`src/rtl/dmem_arb_pkg.sv`:
```
// rtl/dmem_arb_pkg.sv - shared types and constants for the data-memory arbiter
// Contents: arbiter state enum, default address/data widths, port index constants.
package dmem_arb_pkg;

    localparam int DMEM_AW = 8;
    localparam int DMEM_DW = 8;

    localparam logic PORT0 = 1'b0;
    localparam logic PORT1 = 1'b1;

    typedef enum logic [1:0] {
        IDLE = 2'd0,
        OWN0 = 2'd1,
        OWN1 = 2'd2
    } arb_state_t;

endpackage

```
`src/rtl/dmem_arb_if.sv`:
```
// rtl/dmem_arb_if.sv - bundle of requester and memory-side signals for dmem_arb
// Signals:
//   req0/req1, we0/we1, addr0/addr1, wd0/wd1 : requester access (to arbiter)
//   gnt0/gnt1, rd0/rd1                       : grant and load data (from arbiter)
//   mem_addr, mem_we, mem_wd                 : memory controls (from arbiter)
//   mem_rd                                   : memory combinational read data (to arbiter)
//   busy                                     : arbiter not idle
// Modports: slave = arbiter view, master = requesters + memory view.
interface dmem_arb_if
    import dmem_arb_pkg::*;
#(
    parameter int AW = DMEM_AW,
    parameter int DW = DMEM_DW
);
    logic          req0;
    logic          req1;
    logic          we0;
    logic          we1;
    logic [AW-1:0] addr0;
    logic [AW-1:0] addr1;
    logic [DW-1:0] wd0;
    logic [DW-1:0] wd1;
    logic          gnt0;
    logic          gnt1;
    logic [DW-1:0] rd0;
    logic [DW-1:0] rd1;
    logic [AW-1:0] mem_addr;
    logic          mem_we;
    logic [DW-1:0] mem_wd;
    logic [DW-1:0] mem_rd;
    logic          busy;

    modport slave (
        input  req0, req1, we0, we1, addr0, addr1, wd0, wd1, mem_rd,
        output gnt0, gnt1, rd0, rd1, mem_addr, mem_we, mem_wd, busy
    );

    modport master (
        output req0, req1, we0, we1, addr0, addr1, wd0, wd1, mem_rd,
        input  gnt0, gnt1, rd0, rd1, mem_addr, mem_we, mem_wd, busy
    );

endinterface

```
`src/rtl/dmem_arb_sel.sv`:
```
// rtl/dmem_arb_sel.sv - winner pick for a grant taken from IDLE
// Ports:
//   req0, req1 : in  pending requests
//   last       : in  port served most recently
//   valid      : out at least one request pending
//   pick       : out winning port index
// Build option DMEM_ARB_RR_EN: ties go to the port not served last;
// otherwise port 0 wins every tie.
module dmem_arb_sel
    import dmem_arb_pkg::*;
(
    input  logic req0,
    input  logic req1,
    input  logic last,
    output logic valid,
    output logic pick
);

`ifdef DMEM_ARB_RR_EN
    always_comb begin
        valid = req0 | req1;
        if (req0 && req1) begin
            pick = ~last;
        end else begin
            pick = req1 ? PORT1 : PORT0;
        end
    end
`else
    // Fixed priority has no use for the history pointer.
    logic unused_last;
    assign unused_last = last;

    always_comb begin
        valid = req0 | req1;
        if (req0) begin
            pick = PORT0;
        end else begin
            pick = req1 ? PORT1 : PORT0;
        end
    end
`endif

endmodule

```
`src/rtl/dmem_arb.sv`:
```
// rtl/dmem_arb.sv - two-port arbiter for the single data-memory port
// Ports:
//   ck   : in  clock, rising edge
//   res  : in  asynchronous active-high reset
//   bus  : dmem_arb_if.slave - requester req/we/addr/wd in, gnt/rd out,
//          memory mem_addr/mem_we/mem_wd out, mem_rd in, busy out
// Parameters: AW, DW widths; MAX_HOLD max consecutive grant cycles while the
// other port waits (>=1).
// Build option DMEM_ARB_RR_EN: round-robin tie break from IDLE (see dmem_arb_sel).
module dmem_arb
    import dmem_arb_pkg::*;
#(
    parameter int AW       = DMEM_AW,
    parameter int DW       = DMEM_DW,
    parameter int MAX_HOLD = 4
)
(
    input  logic       ck,
    input  logic       res,
    dmem_arb_if.slave  bus
);

    localparam int             HW        = $clog2(MAX_HOLD) + 1;
    localparam logic [HW-1:0]  HOLD_LAST = HW'(MAX_HOLD - 1);

    arb_state_t    state;
    logic [HW-1:0] hold;
    logic          last;

    logic          pick_valid;
    logic          pick;

    logic          own_req;
    logic          oth_req;
    arb_state_t    oth_state;
    logic          oth_port;

    logic [AW-1:0] addr_mux;
    logic [DW-1:0] wd_mux;
    logic          we_mux;

    dmem_arb_sel u_sel (
        .req0  (bus.req0),
        .req1  (bus.req1),
        .last  (last),
        .valid (pick_valid),
        .pick  (pick)
    );

    // Owner-relative view so OWN0 and OWN1 share one set of transition rules.
    always_comb begin
        own_req   = (state == OWN1) ? bus.req1 : bus.req0;
        oth_req   = (state == OWN1) ? bus.req0 : bus.req1;
        oth_state = (state == OWN1) ? OWN0 : OWN1;
        oth_port  = (state == OWN1) ? PORT0 : PORT1;
    end

    always_ff @(posedge ck or posedge res) begin
        if (res) begin
            state <= IDLE;
            hold  <= '0;
            last  <= PORT1;
        end else begin
            case (state)
                IDLE: begin
                    hold <= '0;
                    if (pick_valid) begin
                        state <= pick ? OWN1 : OWN0;
                        last  <= pick;
                    end
                end
                OWN0, OWN1: begin
                    if (!own_req) begin
                        hold <= '0;
                        if (oth_req) begin
                            state <= oth_state;
                            last  <= oth_port;
                        end else begin
                            state <= IDLE;
                        end
                    end else if (!oth_req) begin
                        hold <= '0;
                    end else if (hold >= HOLD_LAST) begin
                        // Tenure used up while the other side waits: hand over.
                        hold  <= '0;
                        state <= oth_state;
                        last  <= oth_port;
                    end else begin
                        hold <= hold + 1'b1;
                    end
                end
                default: begin
                    state <= IDLE;
                    hold  <= '0;
                end
            endcase
        end
    end

    always_comb begin
        addr_mux = '0;
        wd_mux   = '0;
        we_mux   = 1'b0;
        case (state)
            OWN0: begin
                addr_mux = bus.addr0;
                wd_mux   = bus.wd0;
                we_mux   = bus.req0 & bus.we0;
            end
            OWN1: begin
                addr_mux = bus.addr1;
                wd_mux   = bus.wd1;
                we_mux   = bus.req1 & bus.we1;
            end
            default: begin
                addr_mux = '0;
                wd_mux   = '0;
                we_mux   = 1'b0;
            end
        endcase
    end

    assign bus.gnt0     = (state == OWN0);
    assign bus.gnt1     = (state == OWN1);
    assign bus.busy     = (state != IDLE);
    assign bus.mem_addr = addr_mux;
    assign bus.mem_wd   = wd_mux;
    // Gate with res so a store in flight when reset rises cannot commit.
    assign bus.mem_we   = we_mux & ~res;
    assign bus.rd0      = (state == OWN0) ? bus.mem_rd : '0;
    assign bus.rd1      = (state == OWN1) ? bus.mem_rd : '0;

endmodule

```
`src/flat_wrapper.sv`:
```
// flat-port wrapper written by rule: the top's interface ports become plain ports
module dmem_arb_flat import dmem_arb_pkg::*;
#(
    parameter int AW       = DMEM_AW,
    parameter int DW       = DMEM_DW,
    parameter int MAX_HOLD = 4
)
  (ck, res, bus_req0, bus_req1, bus_we0, bus_we1, bus_addr0, bus_addr1, bus_wd0, bus_wd1, bus_mem_rd, bus_gnt0, bus_gnt1, bus_rd0, bus_rd1, bus_mem_addr, bus_mem_we, bus_mem_wd, bus_busy);
  dmem_arb_if #(.AW(AW), .DW(DW)) bus_i ();
  input  logic ck;
  input  logic res;
  input wire logic [$bits(bus_i.req0)-1:0] bus_req0;
  input wire logic [$bits(bus_i.req1)-1:0] bus_req1;
  input wire logic [$bits(bus_i.we0)-1:0] bus_we0;
  input wire logic [$bits(bus_i.we1)-1:0] bus_we1;
  input wire logic [$bits(bus_i.addr0)-1:0] bus_addr0;
  input wire logic [$bits(bus_i.addr1)-1:0] bus_addr1;
  input wire logic [$bits(bus_i.wd0)-1:0] bus_wd0;
  input wire logic [$bits(bus_i.wd1)-1:0] bus_wd1;
  input wire logic [$bits(bus_i.mem_rd)-1:0] bus_mem_rd;
  output wire logic [$bits(bus_i.gnt0)-1:0] bus_gnt0;
  output wire logic [$bits(bus_i.gnt1)-1:0] bus_gnt1;
  output wire logic [$bits(bus_i.rd0)-1:0] bus_rd0;
  output wire logic [$bits(bus_i.rd1)-1:0] bus_rd1;
  output wire logic [$bits(bus_i.mem_addr)-1:0] bus_mem_addr;
  output wire logic [$bits(bus_i.mem_we)-1:0] bus_mem_we;
  output wire logic [$bits(bus_i.mem_wd)-1:0] bus_mem_wd;
  output wire logic [$bits(bus_i.busy)-1:0] bus_busy;
  assign bus_i.req0 = bus_req0;
  assign bus_i.req1 = bus_req1;
  assign bus_i.we0 = bus_we0;
  assign bus_i.we1 = bus_we1;
  assign bus_i.addr0 = bus_addr0;
  assign bus_i.addr1 = bus_addr1;
  assign bus_i.wd0 = bus_wd0;
  assign bus_i.wd1 = bus_wd1;
  assign bus_i.mem_rd = bus_mem_rd;
  assign bus_gnt0 = bus_i.gnt0;
  assign bus_gnt1 = bus_i.gnt1;
  assign bus_rd0 = bus_i.rd0;
  assign bus_rd1 = bus_i.rd1;
  assign bus_mem_addr = bus_i.mem_addr;
  assign bus_mem_we = bus_i.mem_we;
  assign bus_mem_wd = bus_i.mem_wd;
  assign bus_busy = bus_i.busy;
  dmem_arb #(.AW(AW), .DW(DW), .MAX_HOLD(MAX_HOLD)) u_core (.ck(ck), .res(res), .bus(bus_i));
endmodule
```
`config.mk`:
```
export PLATFORM = sky130hd
export DESIGN_NAME = dmem_arb_flat
export DESIGN_NICKNAME = d
export VERILOG_FILES = /design/src/rtl/dmem_arb_pkg.sv /design/src/rtl/dmem_arb_if.sv /design/src/rtl/dmem_arb_sel.sv /design/src/rtl/dmem_arb.sv /design/src/flat_wrapper.sv
export SDC_FILE = /design/constraint.sdc
export NUM_CORES = 1
export LEC_CHECK = 0
export CAP_MARGIN = 15
export CELL_PAD_IN_SITES_DETAIL_PLACEMENT = 1
export CELL_PAD_IN_SITES_GLOBAL_PLACEMENT = 1
export CORE_MARGIN = 2
export CORE_UTILIZATION = 14
export CTS_CLUSTER_SIZE = 30
export DETAILED_ROUTE_END_ITERATION = 12
export MAX_ROUTING_LAYER = met4
export PLACE_DENSITY_LB_ADDON = 0.3
export SLEW_MARGIN = 20
export SYNTH_ARGS = -nofsm -noshare
export SYNTH_HDL_FRONTEND = slang
export SYNTH_SLANG_ARGS = --single-unit
export TNS_END_PERCENT = 30
```
`constraint.sdc`:
```
create_clock -name ck -period 1.7 [get_ports ck]
set_input_delay 0.255 -clock ck [delete_from_list [all_inputs] [get_ports ck]]
set_output_delay 0.255 -clock ck [all_outputs]
set_load 0.03 [all_outputs]
```
# [Word-level counts from Yosys, hierarchy flattened]
# Index checks and enable logic that the tools add are counted.
[word_totals] reg_bits=5 in_bits=46 output_inout_bits=36 wordCells=39
[classes] addsub=1 magnitude_cmp=1 n_eq_ne=5 muxes=21 n_bitwise=5 n_reduce_logical=4
[ops] operator="$pmux 8 s2" n=2
[ops] operator="$mux 8" n=2
[ops] operator="$mux 2" n=7
[ops] operator="$mux 3" n=4
[ops] operator="$ne 3x3->1 const B" n=2
[ops] operator="$mux 1" n=4
[ops] operator="$pmux 2 s2" n=1
[ops] operator="$add 3x1->3 const B" n=1
[ops] operator="$and 1x1->1" n=3
[ops] operator="$ge 3x2->1 const B" n=1
[ops] operator="$reduce_and 3->1" n=1
[ops] operator="$eq 2x1->1 const B" n=1
[ops] operator="$eq 2x2->1 const B" n=1
[ops] operator="$logic_not 2->1" n=1
[ops] operator="$ne 2x1->1 const B" n=1
[ops] operator="$pmux 1 s2" n=1
[ops] operator="$reduce_bool 2->1" n=1
[ops] operator="$reduce_or 2->1" n=1
[ops] operator="$not 1->1" n=1
[ops] operator="$or 1x1->1" n=1

# [Logic depth before layout (Yosys ltp)]
[depth] depth_word=6 mapped_depth=6 depth_no_buf=6

# [Cells and area by module]
# From an unflattened synthesis, not the netlist that was laid out.
[hier_totals] cells_unflattened=90 area_unflattened_um2=739.5
[by_module_without_submodules] module="dmem_arb" instances=1 cells_per_inst=88 area_per_inst_um2=726.9 seq_area_each_um2=151.4
[by_module_without_submodules] module="dmem_arb_sel" instances=1 cells_per_inst=2 area_per_inst_um2=12.5 seq_area_each_um2=0.0

# [Worst setup path after synthesis]
# No wires, ideal clock.
[synth_path] kind="register to output" startpoint="register u_core.state[0]" endpoint="output bus_mem_addr[3]" arrival_time_ns=1.686 setup_slack_ns=-0.241 stages_incl_launch_ff=7 path_buffers=2 path_cell_list="dfrtp_1 -> inv_1 -> ha_1 -> and2_2 -> clkbuf_2 -> buf_4 -> a22o_1"
[synth_via] elab_chain_cells=2 elab_cells_between_ends=3 cone_classes="eq/ne: 2; mux: 1"
[synth_rtl] item="start: declaration" line="dmem_arb.sv:26" source="arb_state_t state;"
[synth_rtl] item="start signal: assignment" line="dmem_arb.sv:68" source="state <= pick ? OWN1 : OWN0;"
[synth_rtl] item="start signal: assignment" line="dmem_arb.sv:76" source="state <= oth_state;"
[synth_rtl] item="start signal: assignment" line="dmem_arb.sv:86" source="state <= oth_state;"
[synth_rtl] item="$eq 2x2->1"
[synth_rtl] item="named net bus_gnt1" line="flat_wrapper.sv:22" source="output wire logic [$bits(bus_i.gnt1)-1:0] bus_gnt1;"
[synth_rtl] item="$pmux 8 s2" line="dmem_arb.sv:104" source="case (state)"
[synth_rtl] item="end: declaration" line="flat_wrapper.sv:25" source="output wire logic [$bits(bus_i.mem_addr)-1:0] bus_mem_addr;"
# The timed path passes the listed nets, and every way through them passes these cells.

# [Final worst setup path]
[layout_path] startpoint="register u_core.state[0]" endpoint="output bus_mem_wd[2]"
[layout_via] elab_chain_cells=2 elab_cells_between_ends=3 cone_classes="eq/ne: 2; mux: 1"
[layout_rtl] item="$eq 2x2->1 / $eq 2x1->1 (equally long branches)" line="dmem_arb.sv:104"
[layout_rtl] item="$pmux 8 s2 (*)" line="dmem_arb.sv:104"
[layout_rtl] item="end: declaration" line="flat_wrapper.sv:27" source="output wire logic [$bits(bus_i.mem_wd)-1:0] bus_mem_wd;"
# Every way passes the cells marked *; elsewhere a longest branch is shown, timed or not.

==> impl_metrics.env <==
export IMPL_yosysWarnings=0
export IMPL_crit_family="buffers and inverters"
export IMPL_slowest_delay_ns=0.38
export IMPL_finalSetupViolCount=17
export IMPL_worstPathMaxFanout=8
export IMPL_die_h_um=72.9
export IMPL_sw_frac_of_total_pct=47.3
export IMPL_p_clk_share_pct=7.8
export IMPL_stdcell_count=226
export IMPL_io_pins=82
export IMPL_post_place_cells=219
export IMPL_crit_type="flop to primary output"
export IMPL_yosysUniqueCellTypes=26
export IMPL_routed_wl_mm=3.16
export IMPL_worstPathArrival_ns=1.70
export IMPL_syn_avg_cell_area_um2=8.52
export IMPL_clock_skew_ns=0.00327
export IMPL_clk_path_buf_depth=2
export IMPL_min_path_type="primary input to async pin"
export IMPL_path_clk_slew_ns=0.04
export IMPL_grt_overflow_total=0
export IMPL_endpoint_kind="primary output"
export IMPL_nets=225
export IMPL_fin_ws_ns=-0.254
export IMPL_cts_tree="done"
export IMPL_power_frac_seq_pct=6.4
export IMPL_cts_hold_fix_buffers=0
export IMPL_final_layout_size_suffix_gt1_share_pct=44.2
export IMPL_internal_power_mw=1.45
export IMPL_synth_nets=130
export IMPL_crit_buf_inv=4
export IMPL_routed_via_count=963
export IMPL_cts_num_sinks=5
export IMPL_num_antenna_cells=0
export IMPL_cp_required_ns=1.44
export IMPL_io_buffers=81
export IMPL_grt_use_total_pct=11.8
export IMPL_placementRows=25
export IMPL_slowest_stage="dfrtp_1"
export IMPL_synth_edf_count=0
export IMPL_die_area_um2=5310
export IMPL_place_area_um2=1630
export IMPL_viasPerCell=4.26
export IMPL_power_density_nw_per_um2=1540
export IMPL_ant_nets=0
export IMPL_place_gp_congestion=0.749
export IMPL_drv_slew=0
export IMPL_coreArea_um2=4660
export IMPL_rsz0062_at_grt="yes"
export IMPL_cap_violations=0
export IMPL_area_delta_synth_final_pct=168
export IMPL_remaining_drc_errors=0
export IMPL_ys_top_cells_by_area="a22o_1 24%, dfrtp_1 19%, and2_1 14%"
export IMPL_vdd_drop_max_mv=0.627
export IMPL_pwr_share_comb_pct=85.8
export IMPL_min_period_over_period_pct=115
export IMPL_fmax_mhz=512
export IMPL_postLayoutCellArea_um2=1780
export IMPL_hold_violations=0
export IMPL_syn_inst=78
export IMPL_htree_levels=1
export IMPL_setup_worst_path_start_class="flop"
export IMPL_violations="negative setup slack"
export IMPL_synth_flop_cell="dfrtp_1"
export IMPL_dp_slack_ns=-0.409
export IMPL_p_leak_nw=0.835
export IMPL_netlist_area_leader_share_pct=23.7
export IMPL_maxSlewHeadroom_pct=83.9
export IMPL_tightest_slew_ns=0.242
export IMPL_cts_root_buf="clkbuf_8"
export IMPL_ys_seq_elements=5
export IMPL_synth_top_cell_by_area="a22o_1"
export IMPL_p_switching_mw=1.30
export IMPL_floorplan_initialDensity_pct=14.3
export IMPL_yosys_top_cells_count="18 x a22o_1, 15 x and2_1, 6 x ha_1, 6 x inv_1, 5 x dfrtp_1"
export IMPL_cts_buffers=3
export IMPL_yosysSeqAreaShare_pct=18.8
export IMPL_clk_latency_ns=0.22
export IMPL_grt_pass1_wl_mm=4.99
export IMPL_grt_max_degree=16
export IMPL_worstPathCellList="inv_2 -> buf_6 -> ha_4 -> buf_6 -> and2_4 -> a22o_4 -> buf_6"
export IMPL_fp_dieW_um=72.9
export IMPL_netlist_area_um2=664
export IMPL_status="finished, violations left"
export IMPL_crit_path_frequent_cell="buf_6"
export IMPL_synth_most_common_cell="a22o_1"
export IMPL_grt_pass1_vias=1066
export IMPL_wl_per_cell_um=14.0
export IMPL_drt_first_pass_iters=2
export IMPL_antenna_found_initial=0
export IMPL_drt_initial_drc_count=17
export IMPL_place_hpwl_mm=2.62
export IMPL_fin_crit_ns=1.95
export IMPL_synth_async_reset_ratio_pct=100
area by class of cell:
cell class	count	area (um^2)
fill	534	2880
timing repair buffer	93	890
multi-input combinational	64	631
sequential	5	125
tap	54	67.6
clock buffer	4	45.0
inverter	6	22.5
through the flow:
stage          setup TNS, ns  utilization [%]  power (mW)  hold WS, ns
2_1_floorplan              0                -        1.64       0.0388
3_3_place_gp           -1.92             35.1        2.27        0.516
3_5_place_dp           -2.57             35.1        2.31        0.537
4_1_cts                -4.33             37.9        2.74        0.309
5_1_grt                -5.06             38.2        2.92        0.315
6_report               -4.04             38.2        2.74        0.307
metal layers:
metal | wire length, um | global-route usage (%) | vias up
li1 | - | - | 467
met1 | 1230 | 13.1 | 450
met2 | 1720 | 23.0 | 46
met3 | 216 | 1.66 | 0
met4 | 0 | 1.23 | 0
met5 | 0 | - | -
cell usage in the layout, fill, tap and decap left out, types with 2 or more instances in the layout:
cell type        count
a22o_1               8
ha_4                 3
nand2_1              2
and2_2               3
ha_1                 3
inv_1                4
a22o_4              10
clkbuf_8             3
inv_2                2
and2_1              14
and2_4               4
nor2_1               4
clkdlybuf4s50_1     45
dfrtp_1              5
buf_4               27
buf_6               20
repair_timing:
item	4_1_cts	5_1_grt
gates cloned	2	0
pin swaps	6	1
hold endpoints to repair	0	0
resized for setup	23	2
setup endpoints to repair	17	23
buffers inserted	0	1
state kept, by name, summed over array words and instances (netlist names):
signal / cells
u_core.hold: 3
u_core.state: 2
path summary, 6_finish.rpt:
check / cells after the start / startpoint / end / slack (ns)
max: 7 / u_core.state[0] / bus_mem_wd[2] / -0.25
min: 3 / res / u_core.state[1] / 0.31
max reg2reg: 6 / u_core.hold[1] / u_core.state[0] / 0.08
min reg2reg: 2 / u_core.hold[0] / u_core.hold[0] / 0.54
max in group asynchronous: 3 / res / u_core.hold[0] / 1.28
min in group ck: 2 / u_core.hold[0] / u_core.hold[0] / 0.54
worst register-to-register path, stage by stage, from the launching register on:
cell and delay [ns]:
dfrtp_1 0.38, ha_1 0.20, ha_1 0.20, a211oi_2 0.22, o221ai_2 0.13, and2b_1 0.19
a22o_1 0.19
power by group through the flow:
| stage | sequential (mW) | combinational [mW] | clock [mW] |
|---|---|---|---|
| floorplan | 0.188 | 1.45 | 0 |
| global placement | 0.175 | 2.09 | 0 |
| detailed placement | 0.178 | 2.13 | 0 |
| CTS | 0.176 | 2.34 | 0.218 |
| global route | 0.181 | 2.51 | 0.229 |
| finish | 0.176 | 2.35 | 0.213 |
cell families after synthesis:
| logic type | Yosys count | share of synthesized area (%) |
|---|---|---|
| AOI/OAI and AO/OA | 24 | 31.6 |
| buffers and inverters | 11 | 8.28 |
| and+or+nand+nor | 31 | 28.4 |
| muxes | 1 | 1.51 |
| DFF | 5 | 18.8 |
| adders and majority gates | 6 | 11.3 |
Power figures use the tool's default switching activity.
==> RTL change: new RTL, config.mk and constraints unchanged <==
`MAX_HOLD` is set to 4 in 2 places; all go to 2.
--- a/src/rtl/dmem_arb.sv
+++ b/src/rtl/dmem_arb.sv
@@ -14,3 +14,3 @@
     parameter int DW       = DMEM_DW,
-    parameter int MAX_HOLD = 4
+    parameter int MAX_HOLD = 2
 )
--- a/src/flat_wrapper.sv
+++ b/src/flat_wrapper.sv
@@ -5,3 +5,3 @@
     parameter int DW       = DMEM_DW,
-    parameter int MAX_HOLD = 4
+    parameter int MAX_HOLD = 2
 )
Check against the original RTL: not equivalent (a bounded check fails within 4 cycles, from zero or initial values).
==> RTL change against the unedited design <==
The run still ends with negative setup slack left; sequential cell count is 1 lower; total power grew 39%; synthesized area increased by 13%; design area rose by 20%; largest power group unchanged; maximum frequency up 12%; worst setup slack better by 210 ps; first-iteration DRC count fell by 59%; count of clock-buffer cells in the layout decreased by 1; clock skew is 1.5 ps higher; routed wire length up 27%; combinational power rose by 47%.
==> RTL change: results (changes against the unedited design) <==
- Status: complete, but fails checks (unchanged)
- Failing checks: negative setup slack (unchanged)
- Synth cell count leaders: nor2b_1, and2_1, a22oi_1, inv_1, ha_1 (was a22o_1, and2_1, ha_1, inv_1, dfrtp_1)
- Combinational power share: 0.901 (was 0.858)
- Peak Freq: 0.573 GHz (was 0.512 GHz)
- R2R setup slack: 20 ps (was 80 ps)
- Mapped Nets: 153 (was 130)
- Top delay family on crit path: flip-flops (was buffers and inverters)
- Drt pass-1 iters: 3 (was 2)
- Relative slew slack: 0.835 (was 0.839)
- Highest metal used: met4 (was met3)
- Final Skew: 4.82 ps (was 3.27 ps)
- CP max stage delay: 450 ps (was 380 ps)
- Seq. cell area: 101 µm² (was 125 µm²)
- PD cells: 1800 nW/µm² (was 1540 nW/µm²)
- # placed instances: 252 (was 219)
- Initial DRC count: 7 (was 17)
- Layout cells sized above 1: 0.544 (was 0.442)
- Largest regs: u_core.hold x2, u_core.state x2 (was u_core.hold x3, u_core.state x2)
- Sw Pwr: 1.71 mW (was 1.30 mW)
- Met2 Track Usage GR: 0.269 (was 0.230)
- Drt wl/cell: 15.1 µm (was 14.0 µm)
- Critical path origin: u_core.state[1] (was u_core.state[0])
- Detailed placement HPWL: 2870 µm (was 2620 µm)
- Via count: 1,107 (was 963)
- Post-Route Setup TNS: -467 ps (was -4040 ps)
- Vias in the first global route: 1,311 (was 1,066)
- Fillers: 601 (was 534)
- Seq/Total Area, Yosys: 0.133 (was 0.188)
- Final setup viols: 17 (unchanged)
- Leak: 0.902 nW (was 0.835 nW)
- Placed Area: 1690 µm² (was 1630 µm²)
- Met3 Resource Use GR: 0.0151 (was 0.0166)
- Yosys cell types: 25 (was 26)
- CP arrival: 1490 ps (was 1700 ps)
- Met3 WL: 165 µm (was 216 µm)
- Met1 Track Usage GR: 0.135 (was 0.131)
- Global-route wire length before repair: 6290 µm (was 4990 µm)
- CP max FO: 7 (was 8)
- Clk pwr share: 0.053 (was 0.078)
- Final WS setup: -45.4 ps (was -254 ps)
- GRT Total Usage: 0.135 (was 0.118)
-- RTL change: layout make-up --
cell class	count	share of cell area
timing repair buffer	100	0.498
clock buffer	3	0.0194
inverter	7	0.0135
tap	70	0.0411
sequential	4	0.0476
multi-input combinational	81	0.380
-- RTL change: kinds of logic (layout without fill, tap and decap cells) --
group | Yosys count | count (layout) | synth area share
buffers and inverters | 16 | 110 | 0.0980
muxes | 2 | 2 | 0.0399
AOI/OAI and AO/OA | 25 | 25 | 0.239
adders and majority gates | 6 | 6 | 0.0997
DFF | 4 | 4 | 0.133
and+or+nand+nor | 48 | 48 | 0.390
-- RTL change: final timing paths --
path,end,depth (start not counted)
worst max register to register,u_core.state[0],6
min in group ck,u_core.hold[1],3
worst min-delay path,u_core.state[0],2
worst min register to register,u_core.hold[1],3
worst max-delay path,bus_mem_addr[4],6
max in group asynchronous,u_core.state[1],2
-- RTL change: repair_timing --
item	in CTS	in global routing
cloned	3	2
setup endpoints to repair	35	36
resized for setup	48	18
pin swaps	18	9
buffers inserted	4	1
